File: src/rtl/quad_pkg.sv
// Shared definitions for the quadrature velocity/position path.
package quad_pkg;

    // Width of the decoder's wrapping count.
    localparam int COUNT_W = 8;

    // Default sample window: 1 kHz at a 50 MHz system clock.
    localparam int DEFAULT_WINDOW = 50000;

    // INIT captures the first count after reset; RUN produces samples.
    typedef enum logic {
        INIT = 1'b0,
        RUN  = 1'b1
    } quad_state_t;

endpackage

File: src/rtl/tick_gen.sv
// WINDOW-modulo timer. Produces a one-cycle tick on the last clock of
// each window while enabled; the count is held while disabled.
module tick_gen
    import quad_pkg::*;
#(
    parameter int WINDOW = DEFAULT_WINDOW
) (
    input  logic i_clk,
    input  logic i_reset,
    input  logic i_enable,
    output logic o_tick
);

    localparam int TW = (WINDOW > 2) ? $clog2(WINDOW) : 1;

    logic [TW-1:0] r_timer;
    logic          w_last;

    assign w_last = (r_timer == TW'(WINDOW - 1));
    assign o_tick = i_enable & w_last;

    // Count 0..WINDOW-1 and wrap, only while enabled.
    always_ff @(posedge i_clk or posedge i_reset) begin
        if (i_reset) begin
            r_timer <= '0;
        end else if (i_enable) begin
            if (w_last) begin
                r_timer <= '0;
            end else begin
                r_timer <= r_timer + 1'b1;
            end
        end
    end

endmodule

File: src/rtl/quad_velocity.sv
// Converts the decoder's wrapping 8-bit count into a per-window signed
// velocity and a saturating signed absolute position.
module quad_velocity
    import quad_pkg::*;
#(
    parameter int WINDOW = DEFAULT_WINDOW,
    parameter int POS_W  = 16
) (
    input  logic               i_clk,
    input  logic               i_reset,
    input  logic [COUNT_W-1:0] i_count,
    input  logic               i_clear,
    output logic [POS_W-1:0]   o_position,
    output logic [COUNT_W-1:0] o_velocity,
    output logic               o_sample_valid,
    output logic               o_overflow
);

    // Clamp limits of the signed position register.
    localparam logic [POS_W-1:0] POS_MAX = {1'b0, {(POS_W-1){1'b1}}};
    localparam logic [POS_W-1:0] POS_MIN = {1'b1, {(POS_W-1){1'b0}}};

    quad_state_t        r_state;
    logic [COUNT_W-1:0] r_prev;
    logic [COUNT_W-1:0] r_velocity;
    logic [POS_W-1:0]   r_position;
    logic               r_sample_valid;
    logic               r_overflow;

    logic               w_run;
    logic               w_tick;
    logic [COUNT_W-1:0] w_delta;
    logic [POS_W:0]     w_sum;
    logic               w_pos_ovf;
    logic               w_neg_ovf;
    logic [POS_W-1:0]   w_sat;

    assign w_run = (r_state == RUN);

    tick_gen #(
        .WINDOW (WINDOW)
    ) u_tick_gen (
        .i_clk    (i_clk),
        .i_reset  (i_reset),
        .i_enable (w_run),
        .o_tick   (w_tick)
    );

    // Modulo-256 difference; its two's-complement reading is the signed
    // movement since the previous sample.
    assign w_delta = i_count - r_prev;

    // One guard bit is enough: the sign of the sum disagreeing with the
    // top result bit means the true sum left the POS_W-bit range.
    assign w_sum     = {r_position[POS_W-1], r_position}
                     + {{(POS_W + 1 - COUNT_W){w_delta[COUNT_W-1]}}, w_delta};
    assign w_pos_ovf = ~w_sum[POS_W] &  w_sum[POS_W-1];
    assign w_neg_ovf =  w_sum[POS_W] & ~w_sum[POS_W-1];
    assign w_sat     = w_pos_ovf ? POS_MAX :
                       w_neg_ovf ? POS_MIN : w_sum[POS_W-1:0];

    // Control FSM plus sample/accumulate datapath; clear beats a
    // coincident tick for position/overflow only.
    always_ff @(posedge i_clk or posedge i_reset) begin
        if (i_reset) begin
            r_state        <= INIT;
            r_prev         <= '0;
            r_velocity     <= '0;
            r_position     <= '0;
            r_sample_valid <= 1'b0;
            r_overflow     <= 1'b0;
        end else begin
            case (r_state)
                INIT: begin
                    r_prev         <= i_count;
                    r_sample_valid <= 1'b0;
                    r_state        <= RUN;
                end
                RUN: begin
                    r_sample_valid <= w_tick;
                    if (w_tick) begin
                        r_prev     <= i_count;
                        r_velocity <= w_delta;
                    end
                    if (i_clear) begin
                        r_position <= '0;
                        r_overflow <= 1'b0;
                    end else if (w_tick) begin
                        r_position <= w_sat;
                        if (w_pos_ovf || w_neg_ovf) begin
                            r_overflow <= 1'b1;
                        end
                    end
                end
                default: begin
                    r_state <= INIT;
                end
            endcase
        end
    end

    assign o_position     = r_position;
    assign o_velocity     = r_velocity;
    assign o_sample_valid = r_sample_valid;
    assign o_overflow     = r_overflow;

endmodule

File: config.mk
export PLATFORM = sky130hd
export DESIGN_NAME = quad_velocity
export DESIGN_NICKNAME = d
export VERILOG_FILES = /design/src/rtl/quad_pkg.sv /design/src/rtl/tick_gen.sv /design/src/rtl/quad_velocity.sv
export SDC_FILE = /design/constraint.sdc
export NUM_CORES = 1
export LEC_CHECK = 0
export CORE_ASPECT_RATIO = 1.4
export CORE_MARGIN = 1
export CORE_UTILIZATION = 45
export DETAILED_ROUTE_END_ITERATION = 12
export PLACE_DENSITY = 0.66
export SYNTH_ARGS = -nofsm -noshare
export SYNTH_HDL_FRONTEND = slang
export SYNTH_SLANG_ARGS = --single-unit
File: constraint.sdc
create_clock -name i_clk -period 8.1 [get_ports i_clk]
set_input_delay 0.81 -clock i_clk [delete_from_list [all_inputs] [get_ports i_clk]]
set_output_delay 0.81 -clock i_clk [all_outputs]
set_load 0.02 [all_outputs]
Word level (Yosys, flattened, before mapping)

Cells that the tools add are included.

Bits in latches: 0
Word-level logic and storage cells: 35
Register bits: 51
Bits in read-only memories: 0
Bits in writable memories: 0
Memories: 0

Add/subtract/negate cells: 3
Shift-type cells: 0
Multiply operators: 0
Muxes and demuxes: 11
Div/mod/pow operators: 0
Eq/ne operators: 2
Bitwise operators: 6
Reduce and logical (&&, ||, !) cells: 6
Magnitude comparators: 0

Operators with widths:

| cell                                                   | number |
|---|---|
| two-way mux 16 bit                                     | 5 |
| adder 16 x 8 -> 17 bit                                 | 1 |
| adder 16 x 1 -> 16 bit (second input constant)         | 1 |
| == test 16 bit (second input constant)                 | 1 |
| case mux 8 bit (2 select lines)                        | 1 |
| two-way mux 8 bit                                      | 1 |
| subtractor 8 bit                                       | 1 |
| AND reduction 2 bit                                    | 2 |
| nonzero test 2 bit                                     | 2 |
| AND 1 bit                                              | 3 |
| two-way mux 1 bit                                      | 3 |
| NOT 1 bit                                              | 3 |
| AND reduction 3 bit                                    | 1 |
| inequality test 2 x 1 -> 1 bit (second input constant) | 1 |
| case mux 1 bit (2 select lines)                        | 1 |
| logical OR 1 bit                                       | 1 |

Logic depth before layout (Yosys ltp)

Gate-level depths: netlist (run 1).

Depth after elaboration: 8
Gate-level depth with buffers: 20
Mapped depth without buffers: 20

Hierarchy

Synthesis (run 1) repeated with hierarchy kept, for this count alone.

Cell total of the unflattened synthesis: 335
Area, all modules: 3260.6 sq um

By module, submodules not included:

| module        | times used | cells an instance | area an instance (sq um) | sequential area each (sq um) |
|---|---|---|---|---|
| quad_velocity | 1          | 260               | 2466.1                   | 875.8 |
| tick_gen      | 1          | 75                | 794.5                    | 400.4 |

Worst setup path after synthesis (run 1)

OpenSTA, ideal clock, no wires.

Kind: input-to-reg
Start point: in i_count[1]
End point: reg r_position[10] (netlist: o_position[10])
Setup slack: 3.020 ns
Arrival: 4.954 ns
Required time: 7.974 ns
Stages on the path: 17
Path through: ha_1 a21o_1 a41o_1 o41a_1 xnor2_1 ha_1 buf_2 and4_1 a221oi_1 a21oi_1 or3_4 mux2i_1 or2_1 ha_1 and2_1 clkbuf_1 a221o_1

Longest elaborated chain between the ends: 8
Elaborated cells between the ends (all ways): 10

RTL lines:

| element                  | line                | RTL |
|---|---|---|
| start: declaration       | quad_velocity.sv:11 | `input logic [COUNT_W-1:0] i_count,` |
| subtractor 8 bit *       | quad_velocity.sv:51 | `assign w_delta = i_count - r_prev;` |
| via w_delta[7]           | quad_velocity.sv:32 | `logic [COUNT_W-1:0] w_delta;` |
| adder 16 x 8 -> 17 bit * | quad_velocity.sv:56 | `+ {{(POS_W + 1 - COUNT_W){w_delta[COUNT_W-1]}}, w_delta};` |
| NOT 1 bit                | quad_velocity.sv:58 | `assign w_neg_ovf = w_sum[POS_W] & ~w_sum[POS_W-1];` |
| AND 1 bit                | quad_velocity.sv:58 |  |
| two-way mux 16 bit       | quad_velocity.sv:60 | `w_neg_ovf ? POS_MIN : w_sum[POS_W-1:0];` |
| two-way mux 16 bit *     | quad_velocity.sv:59 | `assign w_sat = w_pos_ovf ? POS_MAX :` |
| two-way mux 16 bit *     | quad_velocity.sv:88 | `end else if (w_tick) begin` |
| two-way mux 16 bit *     | quad_velocity.sv:85 | `if (i_clear) begin` |
| end signal: assignment   | quad_velocity.sv:89 | `r_position <= w_sat;` |
| end: declaration         | quad_velocity.sv:26 | `logic [POS_W-1:0] r_position;` |

The timed path passes the listed nets; every way through them passes the cells marked *. The select of a mux whose other input is x is not followed.
A chain may end at the register's enable or synchronous reset.

Worst setup path in the final report (run 1)

Start point: in i_count[1]
End point: reg r_position[7] (netlist: o_position[7])

Same word-level chain as after synthesis.

==> results of run 1 <==
## cells by family after synthesis
| family | Yosys count | synth area share |
|---|---|---|
| simple gates | 106 | 0.169 |
| buf+inv | 27 | 0.0319 |
| other cells | 1 | 0.00117 |
| mux | 7 | 0.0237 |
| flops | 51 | 0.397 |
| fa+ha+maj | 32 | 0.129 |
| xor+xnor | 33 | 0.0899 |
| compound gates | 72 | 0.158 |
## cells in the final DEF (no fill, tap or decap), types with 3 or more instances in the layout
cell type        Yosys  layout
a21o_1               7       7
xor2_1              18      18
and2_1               4       4
and4_1               6       6
a21oi_1             17      17
o21ai_0              6       6
nand2_1             34      34
nand2b_1             6       6
o21ai_1             15      15
xnor2_1             15      15
a221o_1             10      10
nor2_1              25      25
dfrtp_1             51      51
inv_1               19      18
and3_1               5       5
nand3_1              9       9
ha_1                30      30
clkbuf_8             0       5
clkdlybuf4s50_1      0      36
mux2_2               3       3
## how the worst min path moves through the flow
stage | end | slack [ns] | startpoint
after floorplan | u_tick_gen.r_timer[10] | 0.46 | u_tick_gen.r_timer[10]
after global placement | o_velocity[1] | 0.48 | o_velocity[1]
after detailed placement | o_velocity[1] | 0.48 | o_velocity[1]
after CTS | u_tick_gen.r_timer[13] | 0.50 | u_tick_gen.r_timer[13]
after global routing | o_velocity[1] | 0.53 | o_velocity[1]
final | u_tick_gen.r_timer[10] | 0.50 | u_tick_gen.r_timer[10]
## state kept, by name, summed over array words and instances, names as in the netlist
signal	cells
o_position	16
u_tick_gen.r_timer	16
o_velocity	8
r_state	1
o_sample_valid	1
r_prev	8
o_overflow	1
## worst max-delay path: cells and delay by family
kind            cells  cell delay (ns)
compound gates      6             1.46
simple gates        4             1.16
fa+ha+maj           3             1.06
xor+xnor            1             0.85
buf+inv             1             0.47
mux                 1             0.14
## synth_stat cells (all sizes together)
master / count
dfrtp: 51
nand2: 35
ha: 30
nor2: 26
o21ai: 21
inv: 20
xor2: 18
a21oi: 17
xnor2: 15
a221o: 10
nand3: 9
a21o: 7
and3: 7
and4: 6
clkbuf: 6
nand2b: 6
and2: 5
mux2: 5
a221oi: 2
a31oi: 2
fa: 2
mux2i: 2
nor2b: 2
nor3: 2
nor4bb: 2
o211ai: 2
o21bai: 2
or3: 2
a2111oi: 1
a211oi: 1
a22o: 1
a311oi: 1
a31o: 1
a41o: 1
buf: 1
conb: 1
nand4: 1
nor4: 1
nor4b: 1
o21a: 1
o22ai: 1
o41a: 1
or2: 1
## final cells by class
class                   instances  share of cell area
inverters                      20              0.0198
well taps                      95              0.0313
clock buffers                   5              0.0181
clock inverters                 3              0.0115
multi-input cells             251               0.484
flip-flops and latches         51               0.336
repair buffers                 38              0.0989
## layer usage
metal  GRT usage  up-vias  wire, um  part of all wire
met2       0.358       43      3610              0.54
met1       0.222     1182      2740              0.41
met3      0.0316       10       205             0.031
met4      0.0473        0        93             0.014
met5           0        -         0                 0
li1            -     1234         -                 -
## metrics by stage
step                       util  power, uW  std cells  worst slack (ns)
final                     0.547        678        463              2.32
after global routing      0.547        727        463              2.04
after CTS                 0.547        687        463              2.36
after detailed placement  0.531        504        455              2.03
after global placement    0.531        501        455              2.17
after floorplan               -        456        329              3.02
## power groups by stage
stage | registers, uW | logic, uW | clock network [uW]
after floorplan | 288 | 168 | 0
after global placement | 291 | 210 | 0
after detailed placement | 292 | 212 | 0
after CTS | 287 | 214 | 187
after global routing | 289 | 241 | 197
final | 287 | 212 | 180
==> results.py, run 1 <==
metrics = {
    "final_layout": {
        "fillers": 649,
        "syn_to_final_growth_pct": 18.0,
        "drive_gt1_frac": 0.0652,
        "fin_nets": 410,
        "diodes": 0,
        "finalInstanceArea_um2": 3790,
        "ff_latch_area_um2": 1280,
        "multi_input_area_um2": 1840,
    },
    "synth": {
        "avgSynthCellArea_um2": 9.77,
        "ys_ff_latch": 51,
        "seq_area_frac_synth": 0.397,
        "yosys_warnings": 0,
        "netlist.area_leader.share": 0.397,
        "netlist-cell-type-count": 53,
        "synth_area_um2": 3220,
        "synth.area.top_cells": "dfrtp_1, ha_1, xor2_1, xnor2_1, nand2_1",
        "syn_nets": 372,
        "synth_top_cell_by_area": "dfrtp_1",
        "syn_inst": 329,
    },
    "hold_path": {
        "hold_class": "reg2reg",
        "hold_depth": 1,
    },
    "route": {
        "drc": 0,
        "ant_nets": 0,
        "wl_per_cell_um": 14.3,
        "num_vias": 2469,
        "wl_mm": 6.64,
        "drt_pass1_iterations": 4,
        "vias_per_cell": 5.33,
        "drtIter0Drc": 85,
    },
    "grt": {
        "first_global_vias": 2438,
        "overflow": 0,
        "grt_max_degree": 52,
        "antenna_found_initial": 0,
        "grt_use_total": 0.191,
        "grt_pass1_wl_mm": 11.1,
    },
    "clock_network": {
        "clk_pin_slew_worst_paths_ns": 0.10,
        "numCtsBuffers": 5,
        "root_buffer": "clkbuf_8",
        "cts_sinks": 51,
        "cts_setup_buffers": 0,
        "clk_latency_ns": 0.31,
        "post_cts_resized": 0,
        "holdBufCountCts": 0,
        "cts_tree": "built",
        "clockBufferDepth": 2,
        "htreeDepth": 2,
    },
    "critical_path": {
        "cp_data_arrival_time_ns": 5.97,
        "cp_common_cell": "ha_1",
        "r2r_end": "o_position[7]",
        "cp-start-kind": "input pin",
        "path_cells": "clkdlybuf4s50_1 > ha_1 > a21o_1 > a41o_1 > o41a_1 > xnor2_1 > ha_1 > and4_1 > a221oi_1 > a21oi_1 > or3_4 > mux2i_1 > or2_1 > ha_1 > and2_1 > a221o_1",
        "r2r_slack_ns": 2.90,
        "crit_end": "o_position[7]",
        "startpoint": "i_count[1]",
        "critPathRequiredTime_ns": 8.30,
        "endpoint_kind": "register",
        "reg2reg_depth": 16,
        "reg2reg_from": "r_prev[1]",
        "critPathKind": "in2reg",
        "critPathSlowestCell": "xnor2_1",
        "worstPathMaxFanout": 12,
        "cp_slowest_stage_delay_ns": 0.85,
    },
    "placed_design": {
        "place.gp.congestion": 0.828,
        "hpwl_mm": 5.01,
        "numPortBuffers": 36,
        "placed_area_um2": 3680,
    },
    "floorplanning": {
        "fp.dieH_um": 102,
        "dieArea_um2": 7490,
        "start_util": 0.464,
        "pin_count": 37,
        "row_count": 36,
        "core_area_um2": 6940,
        "fp.dieW_um": 73.4,
    },
    "timing": {
        "final_hold_viol_count": 0,
        "fin_worst_skew_ns": 0.00867,
        "worst_hold_slack_ns": 0.502,
        "min_period_ns": 5.78,
        "slew_viol_final": 0,
        "setup_viol_count_final": 0,
        "fin_tns_setup_ns": 0,
        "fmaxAchievable_ghz": 0.173,
        "relSlewSlack": 0.273,
        "worst_pin_slew_ns": 1.08,
        "rsz0062_at_grt": "false",
        "fin_crit_sh": 0.713,
    },
    "power_and_ir_drop": {
        "p_leak_uw": 0.00183,
        "swShare": 0.333,
        "power_frac_comb": 0.312,
        "p_sw_uw": 226,
        "ir_drop_v": 0.000112,
        "pwr-share-clk": 0.265,
        "seqPwrFrac": 0.423,
        "intPower_uw": 452,
        "p_per_area_nw_per_um2": 179,
    },
    "flow_run": {
        "timing.max_cap.violations": 0,
    },
    "status": {
        "status": "finished, final reports clean",
    },
}
Power figures use the tool's default switching activity.
==> run 2: changes to the inputs <==
- PLACE_DENSITY: 0.66 -> 0.69
- clock period: 8.1 -> 4.9 ns (I/O delays scaled with it)
==> results.py, run 2 (synthesis gave the netlist of run 1 again) <==
metrics = {
    "final_layout": {
        "instances_no_fill": 472,
        "multi_input_area_um2": 1840,
        "syn_to_final_growth_pct": 19.7,
        "diodes": 0,
        "final_core_util": 0.555,
        "layout_common_cells": "dfrtp_1, clkdlybuf4s50_1, nand2_1, ha_1, nor2_1",
        "fillers": 653,
        "drive_gt1_frac": 0.0902,
        "final_common_cell": "dfrtp_1",
        "fin_nets": 419,
        "ff_latch_area_um2": 1280,
    },
    "critical_path": {
        "cp_data_arrival_time_ns": 4.78,
        "endpoint_kind": "register",
        "r2r_end": "o_position[13]",
        "worstPathMaxFanout": 10,
        "critPathKind": "in2reg",
        "reg2reg_depth": 16,
        "r2r_slack_ns": 0.49,
        "reg2reg_from": "r_prev[1]",
        "critPathRequiredTime_ns": 5.10,
        "cp-start-kind": "input pin",
    },
    "floorplanning": {
        "row_count": 36,
        "fp.dieH_um": 102,
        "fp.dieW_um": 73.4,
        "core_area_um2": 6940,
        "start_util": 0.464,
        "dieArea_um2": 7490,
        "pin_count": 37,
    },
    "grt": {
        "antenna_found_initial": 0,
        "overflow": 0,
        "met2_usage": 0.336,
        "first_global_vias": 2424,
        "grt_max_degree": 52,
        "grt.met1_usage": 0.222,
        "grt_pass1_wl_mm": 11.0,
        "grt_use_total": 0.190,
        "grtUsageMet3": 0.0316,
        "busiest_layer": "met2",
    },
    "timing": {
        "worst_pin_slew_ns": 1.14,
        "fmaxAchievable_ghz": 0.218,
        "rsz0062_at_grt": "false",
        "min_period_ns": 4.58,
        "slew_viol_final": 0,
        "fin_worst_skew_ns": 0.0154,
        "relSlewSlack": 0.234,
        "setup_viol_count_final": 0,
        "fin_crit_sh": 0.936,
        "final_hold_viol_count": 0,
    },
    "hold_path": {
        "hold_start": "u_tick_gen.r_timer[10]",
        "worstHoldEndpoint": "u_tick_gen.r_timer[10]",
        "hold_depth": 1,
        "hold_class": "reg2reg",
    },
    "route": {
        "vias_per_cell": 5.31,
        "wl_per_cell_um": 14.1,
        "ant_nets": 0,
        "wl_mm": 6.65,
        "drc": 0,
        "drtIter0Drc": 82,
        "drt_pass1_iterations": 4,
        "num_vias": 2504,
    },
    "status": {
        "status": "finished, final reports clean",
    },
    "placed_design": {
        "dpl.cell_count": 464,
        "hpwl_mm": 5.15,
        "place.gp.congestion": 0.856,
        "numPortBuffers": 36,
    },
    "power_and_ir_drop": {
        "pwr-share-clk": 0.229,
        "p_per_area_nw_per_um2": 288,
        "seqPwrFrac": 0.427,
        "swShare": 0.349,
        "p_sw_uw": 387,
        "total_power_uw": 1110,
        "power_frac_comb": 0.344,
        "ir_drop_v": 0.000140,
        "p_leak_uw": 0.00186,
        "intPower_uw": 722,
    },
    "clock_network": {
        "clk_pin_slew_worst_paths_ns": 0.11,
        "cts_tree": "built",
        "root_buffer": "clkbuf_8",
        "cts_sinks": 51,
        "numCtsBuffers": 5,
        "htreeDepth": 2,
        "clk_latency_ns": 0.32,
        "clockBufferDepth": 2,
    },
    "flow_run": {
        "timing.max_cap.violations": 0,
    },
}
==> run 2: cell types whose count changed in the layout (fill, tap and decap cells not counted) <==
| cell | previous run | this run |
|---|---|---|
| buf_4 | 2 | 11 |
| inv_6 | 0 | 1 |
| clkinv_4 | 1 | 0 |
| clkinv_2 | 1 | 0 |
| bufinv_16 | 1 | 0 |
| xnor2_1 | 15 | 14 |
| clkinvlp_4 | 0 | 2 |
| xnor2_2 | 0 | 1 |
==> run 2: worst max-delay path, stage by stage <==
cell and delay, ns:
clkdlybuf4s50_1 0.43, ha_1 0.30, a21o_1 0.18, a41o_1 0.25
o41a_1 0.35, xnor2_2 0.34, ha_1 0.32, and4_1 0.25
a221oi_1 0.29, a21oi_1 0.10, or3_4 0.35, mux2i_1 0.14
or2_1 0.23, ha_1 0.19, and2_1 0.26, a221o_1 0.31
==> run 2: power by group through the flow <==
stage / Sequential (uW) / Combinational [uW] / Clock [uW]
3_5_place_dp: 482 / 379 / 0
5_1_grt: 479 / 430 / 279
3_3_place_gp: 481 / 372 / 0
2_1_floorplan: 476 / 278 / 0
6_report: 473 / 381 / 254
4_1_cts: 474 / 382 / 259
==> run 2: how the worst max path moves through the flow <==
stage	slack, ns	start	to	cells past startpoint
floorplan	0.14	i_count[1]	o_position[10]	17
global placement	-0.08	i_count[1]	o_position[5]	16
detailed placement	-0.20	i_count[1]	o_position[13]	16
CTS	0.13	i_count[1]	o_position[13]	16
global route	0.08	i_count[0]	o_position[8]	20
finish	0.32	i_count[1]	o_position[13]	16
==> run 2: area by class of cell <==
class,instances,share of cell area
multi-input combinational,251,0.479
sequential,51,0.331
clock buffer,5,0.0179
tap,95,0.0309
clock inverter,3,0.00617
timing repair buffer,47,0.115
inverter,20,0.0195
==> run 2: routing by layer <==
| layer | wire [um] | vias up |
|---|---|---|
| met5 | 0 | - |
| met4 | 172 | 0 |
| met3 | 175 | 12 |
| met2 | 3490 | 39 |
| met1 | 2810 | 1198 |
| li1 | - | 1255 |
==> run 2: what timing repair did <==
action	4_1_cts	5_1_grt
gates resized for setup	0	1
setup endpoints to repair	0	10
hold buffers	0	0
endpoints found under the hold margin	0	0
setup buffers	0	0
==> run 2: metrics by stage <==
stage               hold WS, ns  area [um^2]  TNS (ns)  setup WS (ns)
global route              0.517         3850         0         0.0802
global placement          0.476         3750    -0.748        -0.0764
finish                    0.493         3850         0          0.315
CTS                       0.500         3840         0          0.130
floorplan                 0.456         3220         0          0.140
detailed placement        0.482         3750     -1.87         -0.196
==> run 3: changes to the inputs <==
- CTS_CLUSTER_SIZE: unset -> 40
==> results of run 3 <==
Final layout, timing and power as in run 2 (identical DEF).
